$ cat config.mk
export PLATFORM = sky130hd
export DESIGN_NAME = ise_seq
export DESIGN_NICKNAME = d
export VERILOG_FILES = /design/src/rtl/ise_seq_pkg.sv /design/src/rtl/ise_seq_cnt.sv /design/src/rtl/ise_seq.sv
export SDC_FILE = /design/constraint.sdc
export NUM_CORES = 1
export LEC_CHECK = 0
export CAP_MARGIN = 30
export CORE_MARGIN = 5
export CORE_UTILIZATION = 30
export CTS_CLUSTER_SIZE = 10
export DETAILED_ROUTE_END_ITERATION = 6
export HOLD_SLACK_MARGIN = 0.08
export SLEW_MARGIN = 20
export SYNTH_ARGS = -nofsm -noshare
export SYNTH_HDL_FRONTEND = slang
export SYNTH_SLANG_ARGS = --single-unit
$ cat constraint.sdc
create_clock -name clk -period 4.2 [get_ports clk]
set_input_delay 0.84 -clock clk [delete_from_list [all_inputs] [get_ports clk]]
set_output_delay 0.84 -clock clk [all_outputs]
set_load 0.02 [all_outputs]
$ cat src/rtl/ise_seq_pkg.sv
// Shared definitions for the image sorting engine sequencer: state encoding,
// default geometry and a counter-width helper.
package ise_seq_pkg;

    localparam int IMG_NUM_DEF     = 32;
    localparam int PIX_PER_IMG_DEF = 16384;
    localparam int IDX_W_DEF       = 5;

    typedef enum logic [2:0] {
        ST_LOAD = 3'd0,
        ST_CLS  = 3'd1,
        ST_SORT = 3'd2,
        ST_EMIT = 3'd3,
        ST_DONE = 3'd4
    } state_t;

    // Width needed to count 0..n-1; never narrower than one bit.
    function automatic int cnt_width(input int n);
        return (n > 1) ? $clog2(n) : 1;
    endfunction

endpackage

$ cat src/rtl/ise_seq_cnt.sv
// Up-counter that stops at a terminal value and flags it. Clear wins over
// increment; an increment while at the terminal value holds the count.
module ise_seq_cnt #(
    parameter int W    = 4,
    parameter int LAST = 15
) (
    input  logic         clk,
    input  logic         reset,
    input  logic         clear,
    input  logic         inc,
    output logic [W-1:0] count,
    output logic         at_last
);

    localparam logic [W-1:0] LAST_V = W'(LAST);

    assign at_last = (count == LAST_V);

    // Count register: reset/clear to zero, otherwise saturating increment.
    always_ff @(posedge clk) begin
        if (reset || clear) begin
            count <= '0;
        end else if (inc && !at_last) begin
            count <= count + W'(1);
        end
    end

endmodule

$ cat src/rtl/ise_seq.sv
// Top-level sequencer for the image sorting engine. Gates pixel intake per
// image, kicks per-image classification, then the sort pass, then streams
// the sorted result table addresses out. All arithmetic lives in the datapath.
//
// state   | meaning
// --------+------------------------------------------------------------
// ST_LOAD | accepting pixels of image cur_img, one per cycle while !busy
// ST_CLS  | waiting for the datapath to classify image cur_img
// ST_SORT | waiting for the datapath to sort the result table
// ST_EMIT | presenting rd_addr 0..IMG_NUM-1 with out_valid
// ST_DONE | run complete; parked until reset
module ise_seq
    import ise_seq_pkg::*;
#(
    parameter int IMG_NUM     = IMG_NUM_DEF,
    parameter int PIX_PER_IMG = PIX_PER_IMG_DEF,
    parameter int IDX_W       = IDX_W_DEF
) (
    input  logic             clk,
    input  logic             reset,
    input  logic [IDX_W-1:0] image_in_index,
    output logic             busy,
    output logic             pix_we,
    output logic             pix_first,
    output logic             pix_last,
    output logic [IDX_W-1:0] cur_img,
    output logic             cls_start,
    input  logic             cls_done,
    output logic             sort_start,
    input  logic             sort_done,
    output logic             out_valid,
    output logic [IDX_W-1:0] rd_addr,
    output logic             done,
    output logic             seq_err
);

    localparam int PIX_W = cnt_width(PIX_PER_IMG);

    state_t state_q, state_d;

    logic             busy_q;
    logic             out_valid_q;
    logic             cls_start_q;
    logic             sort_start_q;
    logic             seq_err_q;

    logic [PIX_W-1:0] pix_cnt;
    logic             pix_at_last;
    logic             pix_inc, pix_clr;

    logic [IDX_W-1:0] img_cnt;
    logic             img_at_last;
    logic             img_inc;

    logic [IDX_W-1:0] rd_cnt;
    logic             rd_at_last;
    logic             rd_inc, rd_clr;

    logic             pix_we_c;

    ise_seq_cnt #(.W(PIX_W), .LAST(PIX_PER_IMG - 1)) u_pix_cnt (
        .clk     (clk),
        .reset   (reset),
        .clear   (pix_clr),
        .inc     (pix_inc),
        .count   (pix_cnt),
        .at_last (pix_at_last)
    );

    // The image counter is only ever cleared by reset: a run never revisits
    // an earlier image.
    ise_seq_cnt #(.W(IDX_W), .LAST(IMG_NUM - 1)) u_img_cnt (
        .clk     (clk),
        .reset   (reset),
        .clear   (1'b0),
        .inc     (img_inc),
        .count   (img_cnt),
        .at_last (img_at_last)
    );

    ise_seq_cnt #(.W(IDX_W), .LAST(IMG_NUM - 1)) u_rd_cnt (
        .clk     (clk),
        .reset   (reset),
        .clear   (rd_clr),
        .inc     (rd_inc),
        .count   (rd_cnt),
        .at_last (rd_at_last)
    );

    // Next-state and counter controls. The last pixel moves straight to
    // ST_CLS on the same edge that raises busy, so no pixel is taken in the
    // cycle after it. Done strobes are only looked at in their own wait state.
    always_comb begin
        state_d  = state_q;
        pix_we_c = 1'b0;
        pix_inc  = 1'b0;
        pix_clr  = 1'b0;
        img_inc  = 1'b0;
        rd_inc   = 1'b0;
        rd_clr   = 1'b0;

        case (state_q)
            ST_LOAD: begin
                if (!busy_q) begin
                    pix_we_c = 1'b1;
                    if (pix_at_last) begin
                        pix_clr = 1'b1;
                        state_d = ST_CLS;
                    end else begin
                        pix_inc = 1'b1;
                    end
                end
            end
            ST_CLS: begin
                if (cls_done) begin
                    if (img_at_last) begin
                        state_d = ST_SORT;
                    end else begin
                        img_inc = 1'b1;
                        state_d = ST_LOAD;
                    end
                end
            end
            ST_SORT: begin
                if (sort_done) begin
                    rd_clr  = 1'b1;
                    state_d = ST_EMIT;
                end
            end
            ST_EMIT: begin
                if (rd_at_last) begin
                    state_d = ST_DONE;
                end else begin
                    rd_inc = 1'b1;
                end
            end
            ST_DONE: begin
                state_d = ST_DONE;
            end
            default: begin
                state_d = ST_LOAD;
            end
        endcase
    end

    // State and registered handshake outputs. Start pulses fire on the first
    // cycle of their wait state; busy and out_valid track the state entered.
    always_ff @(posedge clk) begin
        if (reset) begin
            state_q      <= ST_LOAD;
            busy_q       <= 1'b0;
            out_valid_q  <= 1'b0;
            cls_start_q  <= 1'b0;
            sort_start_q <= 1'b0;
        end else begin
            state_q      <= state_d;
            busy_q       <= (state_d != ST_LOAD);
            out_valid_q  <= (state_d == ST_EMIT);
            cls_start_q  <= (state_d == ST_CLS)  && (state_q != ST_CLS);
            sort_start_q <= (state_d == ST_SORT) && (state_q != ST_SORT);
        end
    end

    // Sticky host sequencing error; it is only reported, never acted on.
    always_ff @(posedge clk) begin
        if (reset) begin
            seq_err_q <= 1'b0;
        end else if (pix_first && (image_in_index != img_cnt)) begin
            seq_err_q <= 1'b1;
        end
    end

    assign pix_we     = pix_we_c;
    assign pix_first  = pix_we_c && (pix_cnt == '0);
    assign pix_last   = pix_we_c && pix_at_last;
    assign busy       = busy_q;
    assign cur_img    = img_cnt;
    assign cls_start  = cls_start_q;
    assign sort_start = sort_start_q;
    assign out_valid  = out_valid_q;
    assign rd_addr    = rd_cnt;
    assign done       = (state_q == ST_DONE);
    assign seq_err    = seq_err_q;

endmodule

==> results of run 1 <==
## metrics by stage
step	worst slack [ps]	power (mW)	instance area (sq um)	hold WS [ps]
floorplan	1760	0.338	1670	459
global placement	1050	0.357	2020	461
detailed placement	1020	0.357	2020	465
CTS	699	0.595	2110	483
global route	585	0.616	2110	501
finish	703	0.586	2110	477
## power groups by stage
stage | sequential (mW) | clock, mW | combinational [mW]
after floorplan | 0.319 | 0 | 0.0192
final | 0.311 | 0.236 | 0.0387
after global placement | 0.318 | 0 | 0.0389
after CTS | 0.311 | 0.244 | 0.0394
after global routing | 0.312 | 0.262 | 0.0423
after detailed placement | 0.318 | 0 | 0.0392
## synthesized netlist by cell type, types with 3 or more instances
master,number
mux2i_1,5
a21oi_1,13
ha_1,6
and3_1,3
o31ai_1,5
nand2_1,12
clkbuf_1,7
or3_1,6
nand4_1,6
or4_1,3
xnor2_1,8
nor3_1,6
o21ai_0,6
nor4_1,7
dfxtp_1,32
nor2_1,21
inv_1,6
xor2_1,7
nand3_1,6
## logic make-up (layout without fill, tap and decap cells)
group | after synthesis | after routing
AO/OA/AOI/OAI | 35 | 35
XOR/XNOR | 15 | 15
adder cells (fa/ha/maj) | 6 | 6
buffers and inverters | 15 | 44
flip-flops | 32 | 32
multiplexers | 5 | 5
AND/OR/NAND/NOR | 89 | 89
## worst register-to-register path: cells and delay by family (launching register included)
family	cells	cell delay, ps
AND/OR/NAND/NOR	2	970
flip-flops	1	410
AO/OA/AOI/OAI	2	400
buffers and inverters	1	250
## area by class of cell
cell class                 count  share of cell area (%)
multi-input combinational    150                    46.4
sequential                    32                    30.3
timing repair buffer          29                    13.5
tap                           72                    4.27
clock buffer                   6                    3.44
inverter                       7                    1.24
clock inverter                 2                   0.770
## metal layers
metal / wire [um] / vias to the layer above / GRT usage, % / part of all wire [%]
met5: 0 / - / 0 / 0
met2: 1790 / 30 / 18.4 / 47
met3: 149 / 6 / 3.63 / 3.9
li1: - / 768 / - / -
met1: 1820 / 711 / 12.9 / 48
met4: 62 / 0 / 4.32 / 1.6
## state kept, by name, summed over array words and instances, names as in the netlist
register and flops:
u_pix_cnt.count 14, u_img_cnt.count 5, u_rd_cnt.count 5, state_q 3
busy 1, cls_start 1, out_valid 1, seq_err 1
sort_start 1
## path summary, 6_finish.rpt
kind                              to  slack, ps  cells past startpoint
setup reg to reg  u_pix_cnt.count[4]       2040                      5
hold reg to reg              seq_err        480                      1
hold / removal               seq_err        480                      1
setup / recovery            pix_last        700                      4
==> impl_results.md, run 1 <==
* H-tree levels at 2
* # DRC at 0
* Yosys warns at 0
* Clock Latency Late Sink at 280 ps
* Peak Freq at about 0.29 GHz
* Vias in the first global route at about 1400
* HP Class: flop to flop
* Detailed Route WL at roughly 3.8 mm
* Net Sw Frac at 24.1%
* Commonest non-fill, non-tap cell in the layout: dfxtp_1
* Post-route ant nets at 0
* Min-Delay Startpoint: seq_err
* Post-CTS sizing at 0
* Root Buffer: clkbuf_8
* Kind of critical path: flop to output port
* Non-Filler Instances at 298
* Routed len/inst at ~13 um
* Internal at 445 uW
* Cell type with the largest total area after synthesis: dfxtp_1
* Synth Area in Simple Gates at 29.8%
* Max transition margin at 54.0%
* Setup Skew at 9.17 ps
* Initial DRC Count at 127
* Initial Util at 30.6%
* Synth Area in Compound Gates at between 10% and 20%
* Layout Area Growth over Synthesis at 26.3%
* I/O pin cnt at 28
* CTS tree: built
* Die Area at 0.00717 sq mm
* Final setup violation count at 0
* CP Buf/Inv Count at 1
* Combinational Power Share at 6.6%
* Clock transition at path regs at 70 ps
* Synthesis-stage register bit count at 32
* Sequential power share at 53.1%
* Layout Nets at 240
* Largest net degree at the start of global routing at 15
* Crit. Startpoint: state_q[0]
* Layout cells sized above 1 at approximately 8.4%
* First-pass GRT wire length at 6.43 mm
* Routed via count at 1515
* Number of synthesized flops with an enable pin at 0
* Adder-cell area share of the yosys netlist at 4.49%
* Mux share of post-synthesis cell area at 2.99%
* WP data required at 3360 ps
* Leakage at roughly 0.76 nW
* CP arrival at between 2000 and 3000 ps
* Tmin final at 3500 ps
* Area contributors post-synth: dfxtp_1 (38%), nor2_1 (4.7%), ha_1 (4.5%)
* Slowest stage delay, CP at 660 ps
* Layout fillers at 570
* Reg area at 641 sq um
* Setup TNS after final layout at 0 ps
* Buffers on Ports at 27
* Hold Vio Cnt, Final at 0
* Largest family of logic cells by synthesized area: simple AND/OR/NAND/NOR gates
* Slew Limit Fails at 0
* Crit-path slowest cell: clkdlybuf4s50_1
* Post-synth top area share at between 30% and 40%
* Sequential area share after synthesis at 38.3%
* Syn_area_per_cell at about 8.5 sq um
* Most frequent cells in the layout: dfxtp_1 (32), clkdlybuf4s50_1 (27), nor2_1 (21), a21oi_1 (13), nand2_1 (12)
* Fraction of registers with async set/reset at 0%
* Num CTS Buffers at 5
* N_diodes at 0
* Row count at 27
* 1st-pass router iterations at 4
* Critical Path Fanout Max at 14
* Clock share of power at between 40% and 50%
* Initial antenna violation count at 0
* HPWL Detailed at 2.83 mm
* Final Cycle Share at 83.3%
* Core region area at 0.00547 sq mm
* RSZ-0062 raised after global routing: no
* CP top delay family: simple AND/OR/NAND/NOR gates
* Final RePlAce weighted congestion at 0.775
* Main synth FF type: dfxtp_1
* GRT overflow at 0
* Postcts setup bufs at 0
* PwrDens at 277 mW/mm^2
* Critical path startpoint category: flop
* Cell count after synthesis at between 150 and 200
* Total Routing Usage GR at around 11%
* Status: finished, final reports clean
* XOR/XNOR Fraction of Synth Area at 7.85%
* Max_cap viols at 0
* Via density per instance at 5.08
* Die Ht at 84.7 um
* Chip width at 84.7 um
* Worst Tran Pin Value at slightly below 700 ps
* Maximum clock path buffer count at 2
* Crit path cell chain: or4_4, or3_1, nor3_2, clkdlybuf4s50_1
* Fin util at 38.6%
* Placed cell count at 290
* Hold_buf cts at 0
* Syn Nets at approximately 210
* Net Sw Power at between 100 and 150 uW
* Yosys cell types at 44
* R2R Path Start: state_q[0]
* CP Capture Type: output port
* Worst vdd ir at 156 uV
* Clk sinks at 32
* Area occupied by multi-input gates at 981 sq um
* Synthesized area at 0.00167 sq mm
Note: power is estimated with default switching activity, not from simulation.
==> inputs of run 2 (changes only) <==
- clock period: 4.2 -> 3.5 ns (I/O delays scaled with it)
==> impl_results.md, run 2 (synthesis gave the netlist of run 1 again) <==
* Status: finished, final reports clean (unchanged)
* Most frequent cells in the layout: dfxtp_1 (32), clkdlybuf4s50_1 (27), nor2_1 (21), a21oi_1 (13), nand2_1 (12) (unchanged)
* Final RePlAce weighted congestion at 0.814 (was 0.775)
* Die Ht at 84.7 um (unchanged)
* CP arrival at 2650 ps (was 2660 ps)
* WP data required at 2800 ps (was 3360 ps)
* First-pass GRT wire length at 6.13 mm (was 6.43 mm)
* Total Routing Usage GR at 10.5% (was 11.0%)
* Peak Freq at 0.299 GHz
* Top flop regs: u_pix_cnt.count: 14 flops, u_img_cnt.count: 5 flops, u_rd_cnt.count: 5 flops (unchanged)
* Via density per instance at 4.90 (was 5.08)
* Num CTS Buffers at 5 (unchanged)
* Worst vdd ir at 119 uV (was 156 uV)
* GRT overflow at 0 (unchanged)
* Final setup violation count at 0 (unchanged)
* Chip width at 84.7 um (unchanged)
* Core region area at 0.00547 sq mm (unchanged)
* Max_cap viols at 0 (unchanged)
* Hold_buf cts at 0 (unchanged)
* Clk sinks at 32 (unchanged)
* Maximum clock path buffer count at 2 (unchanged)
* Initial Util at 30.6% (unchanged)
* HP Class: flop to flop (unchanged)
* Clock Latency Late Sink at 280 ps (about the same)
* I/O pin cnt at 28 (unchanged)
* Kind of critical path: flop to output port (unchanged)
* Fin util at 39.0% (was 38.6%)
* Max reg flops at 14 (unchanged)
* Final Cycle Share at 95.6%
* Largest register by flop count: u_pix_cnt.count (unchanged)
* 1st-pass router iterations at 4 (unchanged)
* Layout Nets at 243 (was 240)
* RSZ-0062 raised after global routing: no (unchanged)
* Critical path startpoint category: flop (unchanged)
* # DRC at 0 (unchanged)
* Initial antenna violation count at 0 (unchanged)
* Setup ws final at 152 ps (was 703 ps)
* Setup TNS after final layout at 0 ps (unchanged)
* Critical Path Fanout Max at 14 (unchanged)
* Layout cells sized above 1 at 9.61% (was 8.41%)
* Slew Limit Fails at 0 (unchanged)
* Clock transition at path regs at 70 ps (about the same)
* Routed via count at 1476 (was 1515)
* Initial DRC Count at 73 (was 127)
* Worst Tran Pin Value at 623 ps (was 681 ps)
* Die Area at 0.00717 sq mm (unchanged)
* Layout Area Growth over Synthesis at 27.4% (was 26.3%)
* PwrDens at 334 mW/mm^2 (was 277 mW/mm^2)
* Hold Vio Cnt, Final at 0 (unchanged)
* Detailed Route WL at 3.63 mm (was 3.83 mm)
* Placement Setup Slack at 461 ps (was 1020 ps)
* Buffers on Ports at 27 (unchanged)
* HPWL Detailed at 2.70 mm (was 2.83 mm)
* Largest net degree at the start of global routing at 15 (unchanged)
* Leakage at 0.784 nW (was 0.759 nW)
* Post-route ant nets at 0 (unchanged)
* H-tree levels at 2 (unchanged)
* Setup Skew at 2.56 ps (was 9.17 ps)
* N_diodes at 0 (unchanged)
* Root Buffer: clkbuf_8 (unchanged)
* Routed len/inst at 12.0 um (was 12.8 um)
* Post-CTS sizing at 0 (unchanged)
* Commonest non-fill, non-tap cell in the layout: dfxtp_1 (unchanged)
* Vias in the first global route at 1341 (was 1435)
* Max transition margin at 58.0% (was 54.0%)
* CP Capture Type: output port (unchanged)
* CTS tree: built (unchanged)
* Tmin final at 3350 ps
* Row count at 27 (unchanged)
* Postcts setup bufs at 0 (unchanged)
## run 2: layout make-up
cell class | count | area, sq um
Multi-Input combinational cell | 150 | 975
Inverter | 7 | 26.3
Fill cell | 563 | 3340
Tap cell | 72 | 90.1
Clock buffer | 6 | 82.6
Clock inverter | 2 | 10.0
Timing Repair Buffer | 32 | 308
Sequential cell | 32 | 641
## run 2: worst max-delay path, cell delays in order (launching register included)
cell,delay [ps]
dfxtp_1,390
or4_4,660
or3_1,450
nor3_2,200
clkdlybuf4s50_1,660
## run 2: metal layers
metal	wire (um)	up-vias	global-route usage, %
met5	0	-	0
met3	172	7	3.93
met4	71	0	4.32
li1	-	778	-
met1	1740	669	12.9
met2	1640	22	16.4
## run 2: path summary, 6_finish.rpt
path / from / slack, ps / endpoint / cells past startpoint
max: state_q[1] / 150 / pix_last / 4
min: seq_err / 470 / seq_err / 1
max reg2reg: state_q[1] / 1180 / u_pix_cnt.count[2] / 5
min reg2reg: seq_err / 470 / seq_err / 1
## run 2: power breakdown
group / leakage, nW / switching [mW] / internal, mW
sequential: 0.259 / 0.00490 / 0.369
clock: 0.0510 / 0.135 / 0.157
combinational: 0.475 / 0.0227 / 0.0247
## run 2: stage by stage
step / total power [mW] / hold slack (ps) / instance area (sq um) / std cells
6_report: 0.712 / 475 / 2130 / 301
5_1_grt: 0.746 / 505 / 2130 / 301
4_1_cts: 0.727 / 480 / 2130 / 301
3_3_place_gp: 0.429 / 462 / 2040 / 293
2_1_floorplan: 0.406 / 459 / 1670 / 197
3_5_place_dp: 0.430 / 463 / 2040 / 293
